`src/rtl/atm_keypad_entry.sv`:
```
// Keypad credential entry for the ATM: collects a 3-digit BCD account
// number and a 1-digit PIN, hands them to the authenticator, tracks failed
// attempts with a timed lockout, and ends the session on cancel or idle timeout.
module atm_keypad_entry #(
  parameter int MAX_ATTEMPTS   = 3,
  parameter int LOCKOUT_CYCLES = 1000,
  parameter int TIMEOUT_CYCLES = 5000
) (
  input  logic        clk,
  input  logic        rst,
  input  logic        keyValid,
  input  logic [3:0]  keyCode,
  input  logic        isAuthenticated,
  output logic [11:0] accNumber,
  output logic [3:0]  pin,
  output logic        credValid,
  output logic        exit,
  output logic        locked,
  output logic        keyError,
  output logic        authFail,
  output logic [2:0]  attempts
);

  localparam int TimerW = $clog2(TIMEOUT_CYCLES + 1);
  localparam int LockW  = $clog2(LOCKOUT_CYCLES + 1);
  localparam logic [TimerW-1:0] TimerReload = TimerW'(TIMEOUT_CYCLES);
  localparam logic [LockW-1:0]  LockReload  = LockW'(LOCKOUT_CYCLES);
  localparam logic [2:0]        MaxAttempts = 3'(MAX_ATTEMPTS);

  typedef enum logic [2:0] {
    ACC_ENTRY,
    PIN_ENTRY,
    CHECK,
    SESSION,
    LOCKED
  } stateT;

  stateT             state, stateNext;
  logic [11:0]       accNumberNext;
  logic [1:0]        accCount, accCountNext;
  logic [3:0]        pinNext;
  logic              pinSet, pinSetNext;
  logic [1:0]        checkCnt, checkCntNext;
  logic              authReg, authRegNext;
  logic [2:0]        attemptsNext, attemptsInc;
  logic [LockW-1:0]  lockCnt, lockCntNext;
  logic [TimerW-1:0] timer, timerNext;
  logic              credValidNext, exitNext, lockedNext, keyErrorNext, authFailNext;
  logic              doCancel;

  logic isDigit, isClear, isEnter, isCancel, isInvalid;
  logic timerActive, timerExpire;

  // Key decode and inactivity-timer status; a key in the expiry cycle suppresses expiry
  assign isDigit     = (keyCode <= 4'd9);
  assign isClear     = (keyCode == 4'hA);
  assign isEnter     = (keyCode == 4'hB);
  assign isCancel    = (keyCode == 4'hC);
  assign isInvalid   = (keyCode >= 4'hD);
  assign attemptsInc = attempts + 3'd1;
  assign timerActive = (state == PIN_ENTRY) || (state == CHECK) || (state == SESSION) ||
                       ((state == ACC_ENTRY) && (accCount != 2'd0));
  assign timerExpire = timerActive && !keyValid && (timer == TimerW'(1));

  // State register plus every registered output and counter
  always_ff @(posedge clk) begin
    if (rst) begin
      state     <= ACC_ENTRY;
      accNumber <= '0;
      accCount  <= '0;
      pin       <= '0;
      pinSet    <= 1'b0;
      checkCnt  <= '0;
      authReg   <= 1'b0;
      attempts  <= '0;
      lockCnt   <= '0;
      timer     <= TimerReload;
      credValid <= 1'b0;
      exit      <= 1'b0;
      locked    <= 1'b0;
      keyError  <= 1'b0;
      authFail  <= 1'b0;
    end else begin
      state     <= stateNext;
      accNumber <= accNumberNext;
      accCount  <= accCountNext;
      pin       <= pinNext;
      pinSet    <= pinSetNext;
      checkCnt  <= checkCntNext;
      authReg   <= authRegNext;
      attempts  <= attemptsNext;
      lockCnt   <= lockCntNext;
      timer     <= timerNext;
      credValid <= credValidNext;
      exit      <= exitNext;
      locked    <= lockedNext;
      keyError  <= keyErrorNext;
      authFail  <= authFailNext;
    end
  end

  // Next-state and next-output logic; cancel/timeout is applied last so it wins
  always_comb begin
    stateNext     = state;
    accNumberNext = accNumber;
    accCountNext  = accCount;
    pinNext       = pin;
    pinSetNext    = pinSet;
    checkCntNext  = checkCnt;
    authRegNext   = authReg;
    attemptsNext  = attempts;
    lockCntNext   = lockCnt;
    timerNext     = timer;
    keyErrorNext  = 1'b0;
    exitNext      = 1'b0;
    authFailNext  = 1'b0;
    doCancel      = timerExpire || (keyValid && isCancel && (state != LOCKED));

    case (state)
      ACC_ENTRY: begin
        if (keyValid) begin
          if (isDigit) begin
            if (accCount != 2'd3) begin
              accNumberNext = {accNumber[7:0], keyCode};
              accCountNext  = accCount + 2'd1;
            end else begin
              keyErrorNext = 1'b1;
            end
          end else if (isClear) begin
            accNumberNext = '0;
            accCountNext  = '0;
          end else if (isEnter) begin
            if (accCount == 2'd3) stateNext = PIN_ENTRY;
            else keyErrorNext = 1'b1;
          end else if (isInvalid) begin
            keyErrorNext = 1'b1;
          end
        end
      end

      PIN_ENTRY: begin
        if (keyValid) begin
          if (isDigit) begin
            if (!pinSet) begin
              pinNext    = keyCode;
              pinSetNext = 1'b1;
            end else begin
              keyErrorNext = 1'b1;
            end
          end else if (isClear) begin
            pinNext    = '0;
            pinSetNext = 1'b0;
          end else if (isEnter) begin
            if (pinSet) begin
              stateNext    = CHECK;
              checkCntNext = 2'd0;
            end else begin
              keyErrorNext = 1'b1;
            end
          end else if (isInvalid) begin
            keyErrorNext = 1'b1;
          end
        end
      end

      CHECK: begin
        case (checkCnt)
          2'd0: checkCntNext = 2'd1;
          2'd1: begin
            authRegNext  = isAuthenticated;
            checkCntNext = 2'd2;
          end
          default: begin
            checkCntNext = 2'd0;
            if (authReg) begin
              stateNext    = SESSION;
              attemptsNext = '0;
            end else begin
              authFailNext = 1'b1;
              attemptsNext = attemptsInc;
              if (attemptsInc >= MaxAttempts) begin
                stateNext   = LOCKED;
                lockCntNext = LockReload;
              end else begin
                stateNext  = PIN_ENTRY;
                pinNext    = '0;
                pinSetNext = 1'b0;
              end
            end
          end
        endcase
      end

      SESSION: begin
      end

      LOCKED: begin
        if (lockCnt <= LockW'(1)) begin
          stateNext     = ACC_ENTRY;
          attemptsNext  = '0;
          lockCntNext   = '0;
          accNumberNext = '0;
          accCountNext  = '0;
          pinNext       = '0;
          pinSetNext    = 1'b0;
        end else begin
          lockCntNext = lockCnt - LockW'(1);
        end
      end

      default: stateNext = ACC_ENTRY;
    endcase

    if (doCancel) begin
      stateNext     = ACC_ENTRY;
      accNumberNext = '0;
      accCountNext  = '0;
      pinNext       = '0;
      pinSetNext    = 1'b0;
      checkCntNext  = 2'd0;
      attemptsNext  = attempts;
      authFailNext  = 1'b0;
      keyErrorNext  = 1'b0;
      exitNext      = 1'b1;
    end

    if (doCancel || keyValid || (stateNext != state) || !timerActive) timerNext = TimerReload;
    else timerNext = timer - TimerW'(1);

    credValidNext = (stateNext == SESSION) || ((stateNext == CHECK) && (state == CHECK));
    lockedNext    = (stateNext == LOCKED);
  end

endmodule

```
`config.mk`:
```
export PLATFORM = sky130hd
export DESIGN_NAME = atm_keypad_entry
export DESIGN_NICKNAME = d
export VERILOG_FILES = /design/src/rtl/atm_keypad_entry.sv
export SDC_FILE = /design/constraint.sdc
export NUM_CORES = 1
export LEC_CHECK = 0
export BUFFER_PORTS_ARGS = -buffer_cell sky130_fd_sc_hd__buf_2
export CAP_MARGIN = 20
export CELL_PAD_IN_SITES_DETAIL_PLACEMENT = 0
export CELL_PAD_IN_SITES_GLOBAL_PLACEMENT = 1
export CORE_MARGIN = 1.5
export CORE_UTILIZATION = 28
export DETAILED_ROUTE_END_ITERATION = 8
export GPL_ROUTABILITY_DRIVEN = 0
export PLACE_DENSITY = 0.55
export SLEW_MARGIN = 10
export SYNTH_ARGS = -nofsm -noshare
export SYNTH_HDL_FRONTEND = slang
export SYNTH_SLANG_ARGS = --single-unit
```
`constraint.sdc`:
```
create_clock -name clk -period 2.2 [get_ports clk]
set_input_delay 0.11 -clock clk [delete_from_list [all_inputs] [get_ports clk]]
set_output_delay 0.11 -clock clk [all_outputs]
set_load 0.01 [all_outputs]
```
==> results of run 1 <==
==> cell usage in the layout, fill, tap and decap left out, types with 9 or more instances in the layout <==
master | netlist | layout
inv_1 | 11 | 10
nor3_1 | 11 | 11
nand2b_1 | 9 | 9
a31o_2 | 13 | 13
dfxtp_1 | 56 | 53
nor2_1 | 31 | 30
o211a_1 | 12 | 12
buf_2 | 4 | 31
nand2_1 | 18 | 18
buf_4 | 0 | 36
a21oi_1 | 21 | 20
==> cell families (layout without fill, tap and decap cells) <==
group	after synthesis	after routing	share of synthesized area [%]
fa+ha+maj	8	8	3.44
xor+xnor	11	11	3.31
compound gates	86	86	22.8
simple gates	125	125	23.8
flops	56	56	38.6
mux	10	10	3.53
buf+inv	28	86	4.52
==> worst reg2reg max path: stages (launching register included) <==
cell and delay (ns):
dfxtp_1 0.35, or4_4 0.56, o31a_4 0.42, a311oi_4 0.39, o21ai_4 0.15, mux2i_1 0.14
==> worst paths after layout <==
kind | startpoint | endpoint | slack (ns) | depth (start not counted)
worst max register to register | lockCnt[3] | pin[2] | 0.08 | 5
worst min register to register | pin[0] | pin[0] | 0.47 | 2
worst min-delay path | isAuthenticated | authReg | 0.05 | 3
worst max-delay path | lockCnt[3] | pin[2] | 0.08 | 5
==> per-stage QoR <==
step	instance area, um^2	power (uW)	TNS, ns	hold WS [ns]
5_1_grt	3560	1840	-0.0392	0.0471
3_3_place_gp	3410	1180	-0.0995	0.372
6_report	3560	1740	0	0.0517
3_5_place_dp	3410	1180	-0.798	0.383
4_1_cts	3520	1770	0	0.0415
2_1_floorplan	2910	1130	0	0.255
==> power groups by stage <==
stage | Sequential (uW) | Clock [uW] | Combinational [uW]
6_report | 1030 | 581 | 128
5_1_grt | 1030 | 662 | 143
4_1_cts | 1030 | 611 | 129
3_5_place_dp | 1050 | 0 | 127
3_3_place_gp | 1050 | 0 | 127
2_1_floorplan | 1050 | 0 | 74.5
==> layout make-up <==
class                   instances  area (um^2)
inverters                      11         41.3
fillers                      1130         6630
repair buffers                 67          425
clock buffers                   6         72.6
flip-flops and latches         56         1130
well taps                     136          170
clock inverters                 2         16.3
multi-input cells             240         1700
==> sequential cells by signal, indices dropped and copies added, names as in the netlist, 2 cells and up <==
register	flops
state	3
attempts	3
lockCnt	10
accCount	2
accNumber	12
pin	4
checkCnt	2
timer	13
==> routing by layer <==
layer	vias up	track usage, %
met5	-	0
met4	0	3.52
met3	7	2.68
met2	35	22.7
met1	1217	19.8
li1	1297	-
==> repair_timing <==
action,4_1_cts,5_1_grt
pin swaps,1,2
gates cloned,0,0
hold endpoints to repair,0,0
gates resized for setup,5,9
setup endpoints to repair,20,11
==> summary.md, run 1 <==
| Metric | Value |
|---|---|
| Length of routed met3 wiring | 205 um |
| Die X | 105 um |
| Worst slew pin tran | 0.502 ns |
| Pint | 1300 uW |
| Starting Density | 28.5% |
| Post-Syn Area | 2910 um^2 |
| Initial antenna violation count | 0 |
| H-tree depth | 2 |
| Vias | 2556 |
| Worst-path fanout max | 7 |
| Peak supply drop | 0.284 mV |
| FMAX | 471 MHz |
| Metal-1 WL | 3860 um |
| Arrival time at the worst endpoint | 2.32 ns |
| Core Region | 10200 um^2 |
| WL per Instance | 14.6 um |
| Relative slew slack | 66.2% |
| Synth Flop Type | dfxtp_1 |
| Clk slew on worst S/H paths | 0.10 ns |
| # rows | 37 |
| CP required | 2.40 ns |
| Slowest-stage cell, CP | or4_4 |
| Gr ovfl total | 0 |
| Global-route wire length before repair | 12700 um |
| Layout Skew | 0.0121 ns |
| CTS Buf Count | 5 |
| PD cells | 489 nW/um^2 |
| Max-slew violation count | 0 |
| NumNets Final | 397 |
| Port bufs | 31 |
| Top sig layer | met4 |
| Post-CTS Setup Bufs | 0 |
| Synthesized area per cell | 8.97 um^2 |
| Vias per cell | 4.93 |
| Iter 0 DRT Violations | 121 |
| DRC Markers | 0 |
| Root buf cell | clkbuf_8 |
| Skew-Pair Late Insertion Delay | 0.31 ns |
| Total GRT Usage | 14.3% |
| # diodes | 0 |
| Fin. Hold Viols | 0 |
| Lkg Pwr | 0.00156 uW |
| Commonest cells post-synth | dfxtp_1 (56), nor2_1 (31), a21oi_1 (21) |
| Period utilisation layout | 96.5% |
| Final min period | 2.12 ns |
| Cells after synthesis | 324 |
| Status | completed |
| Type of the worst min-delay path | input port to register |
| Synth async-reset ratio | 0% |
| CTS tree | built |
| Final setup margin | 0.0779 ns |
| Sequential area share after synthesis | 38.6% |
| Netlist cell types | 60 |
| I/O Pins | 32 |
| Setup crit end kind | register |
| Placed Cells | 510 |
| Cell-by-cell trace of the critical path | or4_4 -> o31a_4 -> a311oi_4 -> o21ai_4 -> mux2i_1 |
| Hold Buf Count CTS | 0 |
| Critical path class | register to register |
| Top delay family on crit path | compound AO/OA/AOI/OAI gates |
| Post-synth top area cell | dfxtp_1 |
| Max Buffers Root-to-Sink | 2 |
| Most numerous cell in the Yosys netlist | dfxtp_1 |
| CTS Sinks | 56 |
| Buf+Inv Stages, Crit Path | 0 |
| EDFF count, synth | 0 |
| Net Count, Synth | 340 |
| Comb pwr share | 7.4% |
| Crit path largest cell delay | 0.56 ns |
| Dpl hpwl | 5650 um |
| Layout cells sized above 1 | 29.6% |
| Synth warn | 0 |
| Post-Place Setup Slack | -0.0864 ns |
| Fin cells | 518 |
| Area grow syn2layout | 22.3% |
| Area share of the largest cell type after synthesis | 38.6% |
| ANT nets after route | 0 |
| Sw frac | 25.2% |
| Final setup violation count | 0 |
| Pin count of the biggest net entering global routing | 19 |
| Die height | 105 um |
| Register share of total power | 59.2% |
| Sw power | 438 uW |
| Clock network fraction of design power | 33.4% |
| Initial DRT Pass Iterations | 4 |
| Full die area | 11000 um^2 |
| Flops & latches, synth | 56 |
| Fin util | 34.9% |
| Dominant cells by area after synthesis | dfxtp_1 (39%), o211a_1 (4.1%), nor2_1 (4.0%) |
| Met2 wire length | 3440 um |
| Final WL | 7590 um |
| Reported max-cap violation count | 0 |
| Vias in the first global route | 2495 |
| CP startpoint kind | register |
(Power assumes the default switching activity.)
==> run 2: changes to the inputs <==
--- a/config.mk
+++ b/config.mk
@@ -5,6 +5,8 @@
 export SDC_FILE = /design/constraint.sdc
 export NUM_CORES = 1
 export LEC_CHECK = 0
+export ABC_AREA = 1
+export ABC_CLOCK_PERIOD_IN_PS = 2200
 export BUFFER_PORTS_ARGS = -buffer_cell sky130_fd_sc_hd__buf_2
 export CAP_MARGIN = 20
 export CELL_PAD_IN_SITES_DETAIL_PLACEMENT = 0
@@ -13,7 +15,7 @@
 export CORE_UTILIZATION = 28
 export DETAILED_ROUTE_END_ITERATION = 8
 export GPL_ROUTABILITY_DRIVEN = 0
-export PLACE_DENSITY = 0.55
+export PLACE_DENSITY = 0.58
 export SLEW_MARGIN = 10
 export SYNTH_ARGS = -nofsm -noshare
 export SYNTH_HDL_FRONTEND = slang
==> summary.md, run 2 <==
| Metric | Value |
|---|---|
| Status | completed (unchanged) |
| Post-Place Setup Slack | 0.300 ns (was -0.0864 ns) |
| Pin count of the biggest net entering global routing | 29 (was 19) |
| Final setup violation count | 0 (unchanged) |
| # rows | 37 (unchanged) |
| Lkg Pwr | 0.00151 uW (was 0.00156 uW) |
| Starting Density | 29.0% (was 28.5%) |
| Reported max-cap violation count | 0 (unchanged) |
| FMAX | 529 MHz (was 471 MHz) |
| Post-route cell area | 3430 um^2 (was 3560 um^2) |
| Sequential area share after synthesis | 37.1% (was 38.6%) |
| Vias per cell | 4.45 (was 4.93) |
| Final setup margin | 0.308 ns (was 0.0779 ns) |
| Fin Setup TNS | 0 ns (unchanged) |
| I/O Pins | 32 (unchanged) |
| Type of the worst min-delay path | input port to register (unchanged) |
| Skew-Pair Late Insertion Delay | 0.32 ns (was 0.31 ns) |
| WL per Instance | 11.7 um (was 14.6 um) |
| Peak supply drop | 0.250 mV (was 0.284 mV) |
| Initial DRT Pass Iterations | 7 (was 4) |
| Synth async-reset ratio | 0% (unchanged) |
| Cells after synthesis | 437 (was 324) |
| Post-synth top area cell | dfxtp_1 (unchanged) |
| Fin cells | 607 (was 518) |
| Relative slew slack | 70.4% (was 66.2%) |
| Full die area | 11400 um^2 (was 11000 um^2) |
| Hold Buf Count CTS | 0 (unchanged) |
| Total GRT Usage | 13.3% (was 14.3%) |
| Flops & latches, synth | 56 (unchanged) |
| Netlist cell types | 34 (was 60) |
| Area share of the largest cell type after synthesis | 37.1% (was 38.6%) |
| Iter 0 DRT Violations | 93 (was 121) |
| Resize count post-CTS | 0 (was 5) |
| Commonest cells after routing, fill and taps aside | nand2_1 (100), nor2_1 (81), dfxtp_1 (56) (was dfxtp_1 (53), buf_4 (36), buf_2 (31)) |
| CTS Buf Count | 5 (unchanged) |
| Largest registers | timer (13), accNumber (12), lockCnt (10) (unchanged) |
| Global-route wire length before repair | 12300 um (was 12700 um) |
| Max FFs per register | 13 (unchanged) |
| RSZ-0062 raised after global routing | false |
| CP required | 2.45 ns (was 2.40 ns) |
| Vias | 2700 (was 2556) |
| Die X | 107 um (was 105 um) |
| Fin. Hold Viols | 0 (unchanged) |
| H-tree depth | 2 (unchanged) |
| Reg with most FFs | timer (unchanged) |
| CP startpoint kind | register (unchanged) |
| Final min period | 1.89 ns (was 2.12 ns) |
| Port bufs | 31 (unchanged) |
| Max Buffers Root-to-Sink | 2 (unchanged) |
| EDFF count, synth | 0 (unchanged) |
| NumNets Final | 486 (was 397) |
| Gr ovfl total | 0 (unchanged) |
| Dominant cells by area after synthesis | dfxtp_1 (37%), nand2_1 (12%), nor2_1 (10%) (was dfxtp_1 (39%), o211a_1 (4.1%), nor2_1 (4.0%)) |
| Post-Syn Area | 3020 um^2 (was 2910 um^2) |
| Root buf cell | clkbuf_8 (unchanged) |
| Post-CTS Setup Bufs | 0 (unchanged) |
| Dpl hpwl | 5350 um (was 5650 um) |
| CTS Sinks | 56 (unchanged) |
| Layout cells sized above 1 | 18.0% (was 29.6%) |
| Layout Skew | 0.0104 ns (was 0.0121 ns) |
| Max-slew violation count | 0 (unchanged) |
| Arrival time at the worst endpoint | 2.14 ns (was 2.32 ns) |
| Initial antenna violation count | 0 (unchanged) |
| Net Count, Synth | 453 (was 340) |
| DRC Markers | 0 (unchanged) |
| Period utilisation layout | 86.0% (was 96.5%) |
| Synth warn | 0 (unchanged) |
| Clk slew on worst S/H paths | 0.11 ns (was 0.10 ns) |
| Commonest cells post-synth | nand2_1 (100), nor2_1 (81), dfxtp_1 (56) (was dfxtp_1 (56), nor2_1 (31), a21oi_1 (21)) |
| # diodes | 0 (unchanged) |
| Final WL | 7100 um (was 7590 um) |
| Synthesized area per cell | 6.91 um^2 (was 8.97 um^2) |
| Commonest non-fill, non-tap cell in the layout | nand2_1 (was dfxtp_1) |
| Die height | 107 um (was 105 um) |
| Fin util | 32.9% (was 34.9%) |
| Placed Cells | 599 (was 510) |
| Worst slew pin tran | 0.444 ns (was 0.502 ns) |
| Worst-path fanout max | 12 (was 7) |
| CTS tree | built (unchanged) |
| ANT nets after route | 0 (unchanged) |
| Post-placement cell area | 3310 um^2 (was 3410 um^2) |
| Vias in the first global route | 2546 (was 2495) |
| Area grow syn2layout | 13.4% (was 22.3%) |
| Core Region | 10400 um^2 (was 10200 um^2) |
| Setup crit end kind | register (unchanged) |
| Most numerous cell in the Yosys netlist | nand2_1 (was dfxtp_1) |
| Critical path class | register to register (unchanged) |
| Synth Flop Type | dfxtp_1 (unchanged) |
| PD cells | 609 nW/um^2 (was 489 nW/um^2) |
==> run 2: cells by family (layout without fill, tap and decap cells) <==
logic type               count (synthesis)  count (layout)  synth area share (%)
AND/OR/NAND/NOR                        263             263                  39.4
XOR/XNOR                                14              14                  4.06
buffers and inverters                   54              88                  8.03
AO/OA/AOI/OAI                           42              42                  8.07
adder cells (fa/ha/maj)                  8               8                  3.31
flip-flops                              56              56                  37.1
==> run 2: path summary, 6_finish.rpt <==
check	startpoint	to	slack, ns	cells after the start
worst max-delay path	attempts[0]	lockCnt[4]	0.31	10
worst max register to register	attempts[0]	lockCnt[4]	0.31	10
worst min register to register	timer[0]	timer[0]	0.47	1
worst min-delay path	isAuthenticated	authReg	0.02	3
==> run 2: per-stage QoR <==
| stage | power [uW] | hold WS (ns) |
|---|---|---|
| floorplan | 1320 | 0.182 |
| global placement | 1400 | 0.339 |
| detailed placement | 1400 | 0.352 |
| CTS | 2130 | 0.0127 |
| global route | 2220 | 0.0418 |
| finish | 2090 | 0.0210 |
==> run 2: routing by layer <==
metal	global-route usage, %	wire length (um)	up-vias
li1	-	-	1450
met1	18.9	3710	1217
met2	21.2	3110	27
met3	2.01	191	6
met4	3.14	76	0
met5	0	0	-
==> run 2: layout make-up <==
cell class / instances / area [um^2]
fillers: 1189 / 6990
multi-input cells: 327 / 1660
flip-flops and latches: 56 / 1120
repair buffers: 34 / 190
inverters: 46 / 173
well taps: 136 / 170
clock buffers: 5 / 68.8
clock inverters: 3 / 46.3
==> run 2: worst max-delay path: stages, from the launching register on <==
cell and delay (ns):
dfxtp_1 0.41, inv_1 0.08, ha_1 0.29, nor2_1 0.04
nor2_1 0.09, nand2_1 0.10, nand3_1 0.15, nand2_2 0.20
nand2_1 0.13, nand2_1 0.13, nor3b_2 0.21
==> run 2: where the power goes <==
group / switching [uW] / total [uW] / internal (uW)
Clock: 365 / 709 / 344
Combinational: 185 / 295 / 110
Sequential: 27.7 / 1080 / 1050
Total: 578 / 2090 / 1510
==> run 3: changes to the inputs <==
--- a/config.mk
+++ b/config.mk
@@ -6,16 +6,17 @@
 export NUM_CORES = 1
 export LEC_CHECK = 0
 export ABC_AREA = 1
-export ABC_CLOCK_PERIOD_IN_PS = 2200
+export ABC_CLOCK_PERIOD_IN_PS = 2100
 export BUFFER_PORTS_ARGS = -buffer_cell sky130_fd_sc_hd__buf_2
 export CAP_MARGIN = 20
 export CELL_PAD_IN_SITES_DETAIL_PLACEMENT = 0
 export CELL_PAD_IN_SITES_GLOBAL_PLACEMENT = 1
 export CORE_MARGIN = 1.5
 export CORE_UTILIZATION = 28
+export CTS_CLUSTER_DIAMETER = 150
 export DETAILED_ROUTE_END_ITERATION = 8
 export GPL_ROUTABILITY_DRIVEN = 0
-export PLACE_DENSITY = 0.58
+export PLACE_DENSITY = 0.56
 export SLEW_MARGIN = 10
 export SYNTH_ARGS = -nofsm -noshare
 export SYNTH_HDL_FRONTEND = slang
==> constraint.sdc (replaced) <==
create_clock -name clk -period 2.1 [get_ports clk]
set_input_delay 0.105 -clock clk [delete_from_list [all_inputs] [get_ports clk]]
set_output_delay 0.105 -clock clk [all_outputs]
set_load 0.01 [all_outputs]
==> summary.md, run 3 (synthesis gave the netlist of run 2 again) <==
| Metric | Value |
|---|---|
| Iter 0 DRT Violations | 74 (was 93) |
| Resize count post-CTS | 0 (unchanged) |
| Reg with most FFs | timer (unchanged) |
| Die height | 107 um (unchanged) |
| Final min period | 1.84 ns (was 1.89 ns) |
| Multi-input gate area | 1660 um^2 (unchanged) |
| Layout cells sized above 1 | 18.4% (was 18.0%) |
| Max Buffers Root-to-Sink | 2 (unchanged) |
| Die X | 107 um (unchanged) |
| Vias per cell | 4.42 (was 4.45) |
| Clk slew on worst S/H paths | 0.11 ns (about the same) |
| Sw frac | 26.2% (was 27.7%) |
| Global-route wire length before repair | 12100 um (was 12300 um) |
| Vias in the first global route | 2553 (was 2546) |
| Worst-path fanout max | 12 (unchanged) |
| Fillers | 1151 (was 1189) |
| NumNets Final | 489 (was 486) |
| Starting Density | 29.0% (unchanged) |
| PD cells | 662 nW/um^2 (was 609 nW/um^2) |
| Flip-flop and latch area | 1120 um^2 (unchanged) |
| CTS tree | built (unchanged) |
| Register share of total power | 49.3% (was 51.9%) |
| Arrival time at the worst endpoint | 2.05 ns (was 2.14 ns) |
| Final setup margin | 0.264 ns (was 0.308 ns) |
| Initial antenna violation count | 0 (unchanged) |
| Total GRT Usage | 13.2% (was 13.3%) |
| CP startpoint kind | register (unchanged) |
| Critical path class | register to register (unchanged) |
| Max FFs per register | 13 (unchanged) |
| Sw power | 601 uW (was 578 uW) |
| Pint | 1690 uW (was 1510 uW) |
| FMAX | 545 MHz (was 529 MHz) |
| Fin. Hold Viols | 0 (unchanged) |
| Vias | 2692 (was 2700) |
| Lkg Pwr | 0.00153 uW (was 0.00151 uW) |
| Flop-to-flop setup slack | 0.26 ns (was 0.31 ns) |
| Final setup violation count | 0 (unchanged) |
| Setup crit end kind | register (unchanged) |
| Skew-Pair Late Insertion Delay | 0.31 ns (was 0.32 ns) |
| Commonest non-fill, non-tap cell in the layout | nand2_1 (unchanged) |
| Dpl hpwl | 5310 um (was 5350 um) |
| Fin Setup TNS | 0 ns (unchanged) |
| Root buf cell | clkbuf_8 (unchanged) |
| Hold Buf Count CTS | 0 (unchanged) |
| Relative slew slack | 71.1% (was 70.4%) |
| Post-route cell area | 3460 um^2 (was 3430 um^2) |
| H-tree depth | 2 (unchanged) |
| Largest registers | timer (13), accNumber (12), lockCnt (10) (unchanged) |
| DRC Markers | 0 (unchanged) |
| Full die area | 11400 um^2 (unchanged) |
| Clock network fraction of design power | 36.9% (was 34.0%) |
| Area grow syn2layout | 14.6% (was 13.4%) |
| Peak supply drop | 0.408 mV (was 0.250 mV) |
| Pin count of the biggest net entering global routing | 29 (unchanged) |
| Commonest cells after routing, fill and taps aside | nand2_1 (100), nor2_1 (81), dfxtp_1 (56) (unchanged) |
| # diodes | 0 (unchanged) |
| I/O Pins | 32 (unchanged) |
| Status | completed (unchanged) |
| Comb pwr share | 13.8% (was 14.1%) |
| CTS Sinks | 56 (unchanged) |
| Max-slew violation count | 0 (unchanged) |
| Initial DRT Pass Iterations | 4 (was 7) |
| Type of the worst min-delay path | input port to register (unchanged) |
| Fin util | 33.2% (was 32.9%) |
| WL per Instance | 11.7 um (about the same) |
| Port bufs | 31 (unchanged) |
| Final WL | 7110 um (was 7100 um) |
| RSZ-0062 raised after global routing | false (unchanged) |
| CP required | 2.31 ns (was 2.45 ns) |
| Reported max-cap violation count | 0 (unchanged) |
| Gr ovfl total | 0 (unchanged) |
| CTS Buf Count | 5 (unchanged) |
| Layout Skew | 0.0139 ns (was 0.0104 ns) |
| Worst slew pin tran | 0.434 ns (was 0.444 ns) |
| Period utilisation layout | 87.4% (was 86.0%) |
| ANT nets after route | 0 (unchanged) |
| # rows | 37 (unchanged) |
| Post-placement cell area | 3330 um^2 (was 3310 um^2) |
| Post-CTS Setup Bufs | 0 (unchanged) |
| Core Region | 10400 um^2 (unchanged) |
| Post-Place Setup Slack | 0.283 ns (was 0.300 ns) |
==> run 3: changes by cell type in the layout (fill, tap and decap cells not counted), sizes merged <==
cell	previous run	this run
buf	34	37
bufinv	1	2
clkinvlp	1	0
inv	47	46
==> run 3: power by group through the flow <==
stage / Combinational, uW / Clock, uW / Sequential (uW)
2_1_floorplan: 217 / 0 / 1170
3_3_place_gp: 321 / 0 / 1150
3_5_place_dp: 320 / 0 / 1160
4_1_cts: 322 / 888 / 1130
5_1_grt: 367 / 912 / 1140
6_report: 317 / 846 / 1130
==> run 3: layout make-up <==
cell class / count / share of cell area, %
clock buffers: 5 / 1.99
clock inverters: 2 / 1.73
inverters: 46 / 4.99
multi-input cells: 327 / 47.9
flip-flops and latches: 56 / 32.4
well taps: 136 / 4.91
repair buffers: 37 / 6.14
==> run 3: per-layer routing <==
metal	GRT usage [%]	share of wire, %	vias up
met5	0	0	-
met4	3.14	1.0	0
met3	2.37	2.3	6
met2	21.4	44	32
met1	18.2	53	1206
li1	-	-	1448
==> run 3: worst paths after layout <==
path,cells past startpoint,end,startpoint
hold / removal,3,authReg,isAuthenticated
setup reg to reg,10,lockCnt[4],attempts[0]
setup / recovery,10,lockCnt[4],attempts[0]
hold reg to reg,2,checkCnt[0],checkCnt[0]
==> run 3: metrics by stage <==
step,hold slack [ns],instances,total power (uW)
floorplan,0.177,437,1380
global placement,0.335,602,1480
detailed placement,0.344,602,1480
CTS,0.0129,609,2340
global route,0.0410,609,2420
finish,0.0277,609,2290
==> run 3: critical path, stage by stage (launching register included) <==
cell and delay (ns):
dfxtp_1 0.41, inv_1 0.08, ha_1 0.30, nor2_1 0.09, nor2_1 0.04, nand2_1 0.09
nand3_1 0.14, nand2_2 0.23, inv_2 0.08, nor3_1 0.19, nor3b_2 0.07
